<file path="src/rtl/node_task_agent_pkg.sv">
// Shared state encoding, bus constants and status-word packing for node_task_agent.
`ifndef AXI_ADDR_WIDTH
`define AXI_ADDR_WIDTH 32
`endif
`ifndef AXI_DATA_WIDTH
`define AXI_DATA_WIDTH 32
`endif

package node_task_agent_pkg;

    typedef enum logic [2:0] {
        GAP        = 3'd0,
        READ       = 3'd1,
        READ_WAIT  = 3'd2,
        EVAL       = 3'd3,
        RUN        = 3'd4,
        WRITE      = 3'd5,
        WRITE_WAIT = 3'd6
    } state_e;

    localparam logic [1:0]  AXI_RESP_OKAY  = 2'b00;
    localparam int          AXI_AW         = `AXI_ADDR_WIDTH;
    localparam int          AXI_DW         = `AXI_DATA_WIDTH;
    localparam int          STATUS_TO_BIT  = AXI_DW - 1;
    localparam logic [63:0] STATUS_CNT_MAX = (64'd1 << STATUS_TO_BIT) - 64'd1;

    // A zero word would look like "no report", so a zero count still sets bit 0.
    function automatic logic [AXI_DW-1:0] pack_status(input logic timed_out, input logic [63:0] cnt);
        logic [AXI_DW-1:0] word;
        word                = '0;
        word[STATUS_TO_BIT] = timed_out;
        if (cnt == 64'd0) begin
            word[0] = 1'b1;
        end else if (cnt > STATUS_CNT_MAX) begin
            word[STATUS_TO_BIT-1:0] = '1;
        end else begin
            word[STATUS_TO_BIT-1:0] = cnt[STATUS_TO_BIT-1:0];
        end
        return word;
    endfunction

endpackage

</file>
<file path="src/rtl/if_axi_light.sv">
// Single-outstanding AXI-light bus between a node agent (master) and the interconnect.
interface if_axi_light;
    logic [`AXI_ADDR_WIDTH-1:0]   awaddr;
    logic                         awvalid;
    logic                         awready;
    logic [`AXI_DATA_WIDTH-1:0]   wdata;
    logic [`AXI_DATA_WIDTH/8-1:0] wstrb;
    logic                         wvalid;
    logic                         wready;
    logic [1:0]                   bresp;
    logic                         bvalid;
    logic                         bready;
    logic [`AXI_ADDR_WIDTH-1:0]   araddr;
    logic                         arvalid;
    logic                         arready;
    logic [`AXI_DATA_WIDTH-1:0]   rdata;
    logic [1:0]                   rresp;
    logic                         rvalid;
    logic                         rready;

    modport master (
        output awaddr, awvalid, wdata, wstrb, wvalid, bready, araddr, arvalid, rready,
        input  awready, wready, bresp, bvalid, arready, rdata, rresp, rvalid
    );
endinterface

</file>
<file path="src/rtl/sat_counter.sv">
// Clearable accumulator that sticks at all-ones instead of wrapping.
module sat_counter #(
    parameter int WIDTH = 32
) (
    input  logic             clk,
    input  logic             rst_n,
    input  logic             clr,
    input  logic             en,
    input  logic [WIDTH-1:0] inc,
    output logic [WIDTH-1:0] cnt,
    output logic             sat
);
    logic [WIDTH-1:0] cnt_q;
    logic [WIDTH-1:0] cnt_d;
    logic [WIDTH:0]   sum_s;

    // Next count: clear has priority, carry-out clamps to all-ones.
    always_comb begin
        sum_s = {1'b0, cnt_q} + {1'b0, inc};
        cnt_d = cnt_q;
        if (clr) begin
            cnt_d = '0;
        end else if (en) begin
            cnt_d = sum_s[WIDTH] ? '1 : sum_s[WIDTH-1:0];
        end else begin
            cnt_d = cnt_q;
        end
    end

    // Count register.
    always_ff @(posedge clk or negedge rst_n) begin
        if (!rst_n) cnt_q <= '0;
        else        cnt_q <= cnt_d;
    end

    assign cnt = cnt_q;
    assign sat = &cnt_q;
endmodule

</file>
<file path="src/rtl/node_task_agent.sv">
// Per-node task agent: polls for a task address, runs the CPU, reports a status word.
// Optional NODE_TASK_AGENT_STATS_EN adds task_count / total_busy statistics outputs.
module node_task_agent
    import node_task_agent_pkg::*;
#(
    parameter int ID         = 0,
    parameter int NODE_MSB   = 6,
    parameter int NODE_LSB   = 2,
    parameter int PROG_INDEX = 7,
    parameter int POLL_GAP   = 16,
    parameter int CNT_WIDTH  = 32,
    parameter int TIMEOUT    = 0,
    parameter int MAX_RETRY  = 3
) (
    input  logic                 clk,
    input  logic                 res_n,
    input  logic                 fin,
    output logic                 activate,
    output logic [AXI_AW-1:0]    axi_offset,
    output logic [CNT_WIDTH-1:0] busy_cycles,
    output logic                 timed_out,
    output logic                 rd_err,
`ifdef NODE_TASK_AGENT_STATS_EN
    output logic [31:0]          task_count,
    output logic [63:0]          total_busy,
`endif
    if_axi_light.master          m_axi
);
    localparam int NODE_W  = NODE_MSB - NODE_LSB + 1;
    localparam int GAP_W   = (POLL_GAP > 0) ? $clog2(POLL_GAP + 1) : 1;
    localparam int RETRY_W = (MAX_RETRY > 0) ? $clog2(MAX_RETRY + 1) : 1;
    localparam logic [GAP_W-1:0]     GAP_RELOAD = GAP_W'(POLL_GAP);
    localparam logic [RETRY_W-1:0]   RETRY_MAX  = RETRY_W'(MAX_RETRY);
    localparam bit                   TO_EN      = (TIMEOUT != 0);
    localparam logic [CNT_WIDTH-1:0] TO_LAST    = CNT_WIDTH'(TIMEOUT - 1);
    localparam logic [CNT_WIDTH-1:0] TO_VALUE   = CNT_WIDTH'(TIMEOUT);
    localparam logic [AXI_AW-1:0]    ADDR_ID    = (AXI_AW'(1) << (AXI_AW - 1))
                                                | (AXI_AW'(1) << PROG_INDEX)
                                                | (AXI_AW'(ID % (1 << NODE_W)) << NODE_LSB);

    state_e                 state_q, state_d;
    logic [GAP_W-1:0]       gap_q, gap_d;
    logic [RETRY_W-1:0]     retry_q, retry_d;
    logic                   activate_q, activate_d;
    logic [AXI_AW-1:0]      axi_offset_q, axi_offset_d;
    logic [CNT_WIDTH-1:0]   busy_cycles_q, busy_cycles_d;
    logic                   timed_out_q, timed_out_d;
    logic                   rd_err_q, rd_err_d;
    logic [AXI_DW-1:0]      rdata_q, rdata_d;
    logic [1:0]             rresp_q, rresp_d;
    logic                   arvalid_q, arvalid_d;
    logic                   rready_q, rready_d;
    logic                   awvalid_q, awvalid_d;
    logic                   wvalid_q, wvalid_d;
    logic                   bready_q, bready_d;
    logic [AXI_DW-1:0]      wdata_q, wdata_d;
    logic                   busy_clr_s, busy_en_s, busy_sat_s, run_exit_s;
    logic [CNT_WIDTH-1:0]   busy_cnt_s;

    sat_counter #(.WIDTH(CNT_WIDTH)) u_busy_cnt (
        .clk(clk), .rst_n(res_n), .clr(busy_clr_s), .en(busy_en_s),
        .inc(CNT_WIDTH'(1)), .cnt(busy_cnt_s), .sat(busy_sat_s)
    );

    // Next-state, bus handshakes and task bookkeeping.
    always_comb begin
        state_d       = state_q;
        gap_d         = gap_q;
        retry_d       = retry_q;
        activate_d    = activate_q;
        axi_offset_d  = axi_offset_q;
        busy_cycles_d = busy_cycles_q;
        timed_out_d   = timed_out_q;
        rd_err_d      = rd_err_q;
        rdata_d       = rdata_q;
        rresp_d       = rresp_q;
        arvalid_d     = arvalid_q;
        rready_d      = rready_q;
        awvalid_d     = awvalid_q;
        wvalid_d      = wvalid_q;
        bready_d      = bready_q;
        wdata_d       = wdata_q;
        busy_clr_s    = 1'b0;
        run_exit_s    = 1'b0;
        busy_en_s     = (state_q == RUN) && !fin && !busy_sat_s;
        case (state_q)
            GAP: begin
                if (gap_q == '0 || gap_q == GAP_W'(1)) begin
                    gap_d     = '0;
                    arvalid_d = 1'b1;
                    state_d   = READ;
                end else begin
                    gap_d = gap_q - GAP_W'(1);
                end
            end
            READ: begin
                if (m_axi.arready) begin
                    arvalid_d = 1'b0;
                    rready_d  = 1'b1;
                    state_d   = READ_WAIT;
                end else begin
                    state_d = READ;
                end
            end
            READ_WAIT: begin
                if (m_axi.rvalid) begin
                    rready_d = 1'b0;
                    rdata_d  = m_axi.rdata;
                    rresp_d  = m_axi.rresp;
                    state_d  = EVAL;
                end else begin
                    state_d = READ_WAIT;
                end
            end
            EVAL: begin
                if (rresp_q != AXI_RESP_OKAY) begin
                    rd_err_d = 1'b1;
                    gap_d    = GAP_RELOAD;
                    state_d  = GAP;
                end else if (rdata_q == '0) begin
                    gap_d   = GAP_RELOAD;
                    state_d = GAP;
                end else begin
                    activate_d   = 1'b1;
                    axi_offset_d = AXI_AW'(rdata_q);
                    timed_out_d  = 1'b0;
                    busy_clr_s   = 1'b1;
                    state_d      = RUN;
                end
            end
            RUN: begin
                // fin is checked first so a same-cycle finish is never reported as a timeout.
                if (fin || (TO_EN && busy_cnt_s == TO_LAST)) begin
                    busy_cycles_d = fin ? busy_cnt_s : TO_VALUE;
                    timed_out_d   = !fin;
                    activate_d    = 1'b0;
                    axi_offset_d  = '0;
                    run_exit_s    = 1'b1;
                    retry_d       = '0;
                    awvalid_d     = 1'b1;
                    wvalid_d      = 1'b1;
                    wdata_d       = pack_status(timed_out_d, 64'(busy_cycles_d));
                    state_d       = WRITE;
                end else begin
                    state_d = RUN;
                end
            end
            WRITE: begin
                awvalid_d = awvalid_q && !m_axi.awready;
                wvalid_d  = wvalid_q && !m_axi.wready;
                if (!awvalid_d && !wvalid_d) begin
                    bready_d = 1'b1;
                    state_d  = WRITE_WAIT;
                end else begin
                    state_d = WRITE;
                end
            end
            WRITE_WAIT: begin
                if (!m_axi.bvalid) begin
                    state_d = WRITE_WAIT;
                end else if (m_axi.bresp != AXI_RESP_OKAY && retry_q < RETRY_MAX) begin
                    bready_d  = 1'b0;
                    retry_d   = retry_q + RETRY_W'(1);
                    awvalid_d = 1'b1;
                    wvalid_d  = 1'b1;
                    state_d   = WRITE;
                end else begin
                    bready_d = 1'b0;
                    gap_d    = GAP_RELOAD;
                    state_d  = GAP;
                end
            end
            default: begin
                arvalid_d = 1'b0;
                rready_d  = 1'b0;
                awvalid_d = 1'b0;
                wvalid_d  = 1'b0;
                bready_d  = 1'b0;
                gap_d     = GAP_RELOAD;
                state_d   = GAP;
            end
        endcase
    end

    // State and output registers; reset abandons any bus transaction in flight.
    always_ff @(posedge clk or negedge res_n) begin
        if (!res_n) begin
            state_q       <= GAP;
            gap_q         <= GAP_RELOAD;
            retry_q       <= '0;
            activate_q    <= 1'b0;
            axi_offset_q  <= '0;
            busy_cycles_q <= '0;
            timed_out_q   <= 1'b0;
            rd_err_q      <= 1'b0;
            rdata_q       <= '0;
            rresp_q       <= AXI_RESP_OKAY;
            arvalid_q     <= 1'b0;
            rready_q      <= 1'b0;
            awvalid_q     <= 1'b0;
            wvalid_q      <= 1'b0;
            bready_q      <= 1'b0;
            wdata_q       <= '0;
        end else begin
            state_q       <= state_d;
            gap_q         <= gap_d;
            retry_q       <= retry_d;
            activate_q    <= activate_d;
            axi_offset_q  <= axi_offset_d;
            busy_cycles_q <= busy_cycles_d;
            timed_out_q   <= timed_out_d;
            rd_err_q      <= rd_err_d;
            rdata_q       <= rdata_d;
            rresp_q       <= rresp_d;
            arvalid_q     <= arvalid_d;
            rready_q      <= rready_d;
            awvalid_q     <= awvalid_d;
            wvalid_q      <= wvalid_d;
            bready_q      <= bready_d;
            wdata_q       <= wdata_d;
        end
    end

`ifdef NODE_TASK_AGENT_STATS_EN
    logic task_sat_s, total_sat_s;

    sat_counter #(.WIDTH(32)) u_task_cnt (
        .clk(clk), .rst_n(res_n), .clr(1'b0), .en(run_exit_s && !task_sat_s),
        .inc(32'd1), .cnt(task_count), .sat(task_sat_s)
    );

    sat_counter #(.WIDTH(64)) u_total_busy (
        .clk(clk), .rst_n(res_n), .clr(1'b0), .en(run_exit_s && !total_sat_s),
        .inc(64'(busy_cycles_d)), .cnt(total_busy), .sat(total_sat_s)
    );
`endif

    assign activate      = activate_q;
    assign axi_offset    = axi_offset_q;
    assign busy_cycles   = busy_cycles_q;
    assign timed_out     = timed_out_q;
    assign rd_err        = rd_err_q;
    assign m_axi.araddr  = ADDR_ID;
    assign m_axi.arvalid = arvalid_q;
    assign m_axi.rready  = rready_q;
    assign m_axi.awaddr  = ADDR_ID;
    assign m_axi.awvalid = awvalid_q;
    assign m_axi.wdata   = wdata_q;
    assign m_axi.wstrb   = '1;
    assign m_axi.wvalid  = wvalid_q;
    assign m_axi.bready  = bready_q;
endmodule
</file>
<file path="src/flat_wrapper.sv">
// flat-port wrapper written by rule: the top's interface ports become plain ports
module node_task_agent_flat import node_task_agent_pkg::*;
#(
    parameter int ID         = 0,
    parameter int NODE_MSB   = 6,
    parameter int NODE_LSB   = 2,
    parameter int PROG_INDEX = 7,
    parameter int POLL_GAP   = 16,
    parameter int CNT_WIDTH  = 32,
    parameter int TIMEOUT    = 0,
    parameter int MAX_RETRY  = 3
)
  (clk, res_n, fin, activate, axi_offset, busy_cycles, timed_out, rd_err, m_axi_awaddr, m_axi_awvalid, m_axi_wdata, m_axi_wstrb, m_axi_wvalid, m_axi_bready, m_axi_araddr, m_axi_arvalid, m_axi_rready, m_axi_awready, m_axi_wready, m_axi_bresp, m_axi_bvalid, m_axi_arready, m_axi_rdata, m_axi_rresp, m_axi_rvalid);
  if_axi_light m_axi_i ();
  input  logic clk;
  input  logic res_n;
  input  logic fin;
  output logic activate;
  output logic [AXI_AW-1:0] axi_offset;
  output logic [CNT_WIDTH-1:0] busy_cycles;
  output logic timed_out;
  output logic rd_err;
  output wire logic [$bits(m_axi_i.awaddr)-1:0] m_axi_awaddr;
  output wire logic [$bits(m_axi_i.awvalid)-1:0] m_axi_awvalid;
  output wire logic [$bits(m_axi_i.wdata)-1:0] m_axi_wdata;
  output wire logic [$bits(m_axi_i.wstrb)-1:0] m_axi_wstrb;
  output wire logic [$bits(m_axi_i.wvalid)-1:0] m_axi_wvalid;
  output wire logic [$bits(m_axi_i.bready)-1:0] m_axi_bready;
  output wire logic [$bits(m_axi_i.araddr)-1:0] m_axi_araddr;
  output wire logic [$bits(m_axi_i.arvalid)-1:0] m_axi_arvalid;
  output wire logic [$bits(m_axi_i.rready)-1:0] m_axi_rready;
  input wire logic [$bits(m_axi_i.awready)-1:0] m_axi_awready;
  input wire logic [$bits(m_axi_i.wready)-1:0] m_axi_wready;
  input wire logic [$bits(m_axi_i.bresp)-1:0] m_axi_bresp;
  input wire logic [$bits(m_axi_i.bvalid)-1:0] m_axi_bvalid;
  input wire logic [$bits(m_axi_i.arready)-1:0] m_axi_arready;
  input wire logic [$bits(m_axi_i.rdata)-1:0] m_axi_rdata;
  input wire logic [$bits(m_axi_i.rresp)-1:0] m_axi_rresp;
  input wire logic [$bits(m_axi_i.rvalid)-1:0] m_axi_rvalid;
  assign m_axi_awaddr = m_axi_i.awaddr;
  assign m_axi_awvalid = m_axi_i.awvalid;
  assign m_axi_wdata = m_axi_i.wdata;
  assign m_axi_wstrb = m_axi_i.wstrb;
  assign m_axi_wvalid = m_axi_i.wvalid;
  assign m_axi_bready = m_axi_i.bready;
  assign m_axi_araddr = m_axi_i.araddr;
  assign m_axi_arvalid = m_axi_i.arvalid;
  assign m_axi_rready = m_axi_i.rready;
  assign m_axi_i.awready = m_axi_awready;
  assign m_axi_i.wready = m_axi_wready;
  assign m_axi_i.bresp = m_axi_bresp;
  assign m_axi_i.bvalid = m_axi_bvalid;
  assign m_axi_i.arready = m_axi_arready;
  assign m_axi_i.rdata = m_axi_rdata;
  assign m_axi_i.rresp = m_axi_rresp;
  assign m_axi_i.rvalid = m_axi_rvalid;
  node_task_agent #(.ID(ID), .NODE_MSB(NODE_MSB), .NODE_LSB(NODE_LSB), .PROG_INDEX(PROG_INDEX), .POLL_GAP(POLL_GAP), .CNT_WIDTH(CNT_WIDTH), .TIMEOUT(TIMEOUT), .MAX_RETRY(MAX_RETRY)) u_core (.clk(clk), .res_n(res_n), .fin(fin), .activate(activate), .axi_offset(axi_offset), .busy_cycles(busy_cycles), .timed_out(timed_out), .rd_err(rd_err), .m_axi(m_axi_i));
endmodule
</file>
<file path="config.mk">
export PLATFORM = sky130hd
export DESIGN_NAME = node_task_agent_flat
export DESIGN_NICKNAME = d
export VERILOG_FILES = /design/src/rtl/node_task_agent_pkg.sv /design/src/rtl/if_axi_light.sv /design/src/rtl/sat_counter.sv /design/src/rtl/node_task_agent.sv /design/src/flat_wrapper.sv
export SDC_FILE = /design/constraint.sdc
export NUM_CORES = 1
export LEC_CHECK = 0
export ABC_AREA = 1
export CAP_MARGIN = 20
export CORE_MARGIN = 2
export CORE_UTILIZATION = 45
export CTS_CLUSTER_DIAMETER = 60
export DETAILED_ROUTE_END_ITERATION = 12
export GPL_ROUTABILITY_DRIVEN = 0
export GPL_TIMING_DRIVEN = 0
export PLACE_DENSITY = 0.79
export SYNTH_ARGS = -nofsm -noshare
export SYNTH_HDL_FRONTEND = slang
export SYNTH_SLANG_ARGS = --single-unit
</file>
<file path="constraint.sdc">
create_clock -name clk -period 1.6 [get_ports clk]
set_clock_uncertainty 0.1 [all_clocks]
set_input_delay 0.16 -clock clk [delete_from_list [all_inputs] [get_ports clk]]
set_output_delay 0.16 -clock clk [all_outputs]
set_load 0.005 [all_outputs]
</file>
==> flow_summary.ini <==
[place]
numPortBuffers = 147
pre_cts_ws_ns = -0.847
dp.cells = 1608
place_hpwl_mm = 16.9

[sta]
hold_violations = 0
timing.final.ws_setup_ns = -0.350
grt_setup_unrepaired = yes
min_period_ns = 1.95
fin_crit_sh_pct = 122
setup_viol = 193
max_slew_margin_pct = 57.3
fmax_ghz = 0.513
maxSlewViolCount = 0
worstMarginPinSlew_ns = 0.641

[clock_tree]
clock_path_buffers = 2
clk_pin_slew_ns = 0.07
root_buffer = clkbuf_16
htreeDepth = 4
tritoncts = yes
cts_sinks = 180
cts_buffers = 17
clkLatencyLatePin_ns = 0.45

[power_and_ir_drop]
power-per-cell-area_nw_per_um2 = 1230
p_leak_nw = 8.12
p_total_mw = 18.3
peakVddDrop_mv = 0.950

[yosys]
syn-cell-area_um2 = 8920
synth_edf_count = 0
ys_ff_latch = 180
synth_top_area_share_pct = 50.2
async_reset_ff_share_pct = 100
synth_top_cells_by_area = dfrtp_1 50%, nand2_1 17%, nand3_1 9.7%
syn_area_per_cell_um2 = 7.90
yosysUniqueCellTypes = 36
synth-main-ff-cell = dfrtp_1
ys_warn_count = 0
yosysTopAreaCell = dfrtp_1
seq_area_frac_synth_pct = 50.5
syn_inst = 1129

[floorplan]
core_um2 = 19500
row_count = 51
die_height_um = 145
die_width_um = 145
pin_count = 216
die-area_um2 = 21000
start_util_pct = 45.8

[global_routing]
grt_max_degree = 123
grt_pass1_vias = 8405
gr-total-overflow = 0
grt_pass1_wl_mm = 41.9
grt_antenna_before_repair = 1
gr-usage-all-layers_pct = 25.7

[layout]
nFillCells = 1198
fin_cells = 1752
syn2layout_area_growth_pct = 66.5
drive_gt1_share_pct = 39.3
finalNetCount = 1522

[setup_path]
cp.required_ns = 1.88
crit_fanout = 6
crit_type = flip-flop to flip-flop
cp-end-kind = flip-flop
cp-start-kind = flip-flop
cp.arrival_ns = 2.23

[drt]
postRouteAntennaNets = 0
drt_iter0_markers = 989
vias = 9554
avgRoutedWirePerCell_um = 19.3
remaining_drc_errors = 1
dr.pass1.iters = 12
viasPerCell = 5.45
wirelength_mm = 33.9

[run]
cap_violations = 0

[run_status]
violations = design-rule violations, negative setup slack
outcome = finished, violations left

[worst_hold_path]
hp-class = input port to asynchronous set/reset pin
-- critical path, stage by stage, from the launching register on --
cell       delay, ns
dfrtp_2         0.47
nand2_2         0.13
nor2_2          0.25
nand2_2         0.14
nor2_8          0.16
nand2_8         0.09
nand2_8         0.09
buf_12          0.13
clkbuf_16       0.15
nand3_1         0.09
nand2_1         0.07
-- flip-flops by register name, indices dropped and copies added, names as in the netlist, 2 cells and up --
register	flops
u_core.state_q	3
u_core.u_busy_cnt.cnt	32
u_core.rdata_q	32
u_core.rresp_q	2
u_core.gap_q	5
u_core.busy_cycles	32
u_core.m_axi.wdata	32
u_core.retry_q	2
u_core.axi_offset	32
-- layout make-up --
cell class	count	area [um^2]	share of cell area, %
Tap cell	265	332	2.23
Clock inverter	15	165	1.11
Clock buffer	17	425	2.86
Multi-Input combinational cell	843	5060	34.1
Inverter	54	213	1.43
Timing Repair Buffer	263	2920	19.6
Antenna cell	1	2.50	0.0168
Sequential cell	180	4540	30.6
Buffer	114	1200	8.07
-- power by group --
group	internal (mW)	switching [mW]
registers	5.64	0.958
clock network	2.22	2.07
logic	3.59	3.81
total	11.4	6.84
-- path summary, 6_finish.rpt --
path / start / endpoint / slack [ns] / cells after the start
worst max-delay path: u_core.u_busy_cnt.cnt[9] / u_core.u_busy_cnt.cnt[25] / -0.35 / 10
worst min-delay path: res_n / u_core.busy_cycles[12] / 0.13 / 2
worst max register to register: u_core.u_busy_cnt.cnt[9] / u_core.u_busy_cnt.cnt[25] / -0.35 / 10
worst min register to register: u_core.rd_err / u_core.rd_err / 0.36 / 1
max in group asynchronous: res_n / u_core.u_busy_cnt.cnt[23] / 0.29 / 3
min in group clk: m_axi_rdata[17] / u_core.rdata_q[17] / 0.14 / 3
-- through the flow --
| step | area [um^2] | utilization [%] | setup TNS, ns | hold WS, ns |
|---|---|---|---|---|
| finish | 14900 | 76.3 | -32.51 | 0.127 |
| global route | 14900 | 76.3 | -47.69 | 0.149 |
| CTS | 12900 | 66.4 | -7.76 | 0.129 |
| detailed placement | 11000 | 56.7 | -85.80 | 0.0148 |
| global placement | 11000 | 56.6 | -1350.12 | 0.339 |
| floorplan | 9210 | - | -3.25 | -0.236 |
-- placed cells by master, fill, tap and decap left out, types with 18 or more instances in the layout --
cell type / Yosys / routed
clkdlybuf4s50_1: 0 / 85
inv_1: 49 / 43
conb_1: 2 / 68
nor2_4: 2 / 19
clkbuf_16: 0 / 35
dlymetal6s2s_1: 0 / 32
buf_4: 69 / 140
o21ai_0: 36 / 23
nand2_1: 402 / 271
dfrtp_1: 179 / 152
nand2_4: 3 / 49
nand2_2: 2 / 83
buf_6: 3 / 27
nor2_1: 90 / 61
nor2_2: 6 / 18
nand3_1: 173 / 79
buf_12: 0 / 19
dfrtp_2: 0 / 27
nand3_2: 0 / 87
dlygate4sd2_1: 0 / 29
-- repair_timing --
action / CTS / global route
pin swaps: 39 / 82
setup buffers: 38 / 51
hold endpoints to repair: 58 / 0
setup endpoints to repair: 205 / 211
gates cloned: 11 / 19
hold buffers: 1 / 0
gates resized for setup: 252 / 390
-- metal layers --
metal / track usage (%) / wire length (um) / vias up
met3: 6.65 / 3140 / 226
met5: 0 / 0 / -
met1: 31.1 / 11400 / 4508
met2: 43.8 / 17100 / 655
met4: 10.4 / 2200 / 0
li1: - / - / 4165
-- cells in the mapped netlist, types with 6 or more instances --
library cell  number
xnor2_1            7
o21ai_0           36
dfrtp_1          179
nor2_2             6
nand2_1          402
inv_1             49
buf_4             69
nor3_1            10
nand4_1           11
clkbuf_1          19
nand3_1          173
nor2_1            90
buf_2             25
-- kinds of logic after synthesis --
family / share of synthesized area (%)
AOI/OAI and AO/OA: 3.04
DFF: 50.5
buffers and inverters: 10.7
and+or+nand+nor: 33.7
other: 0.0842
adders and majority gates: 0.701
xor gates and xnor gates: 1.18
Note: power is estimated with default switching activity, not from simulation.
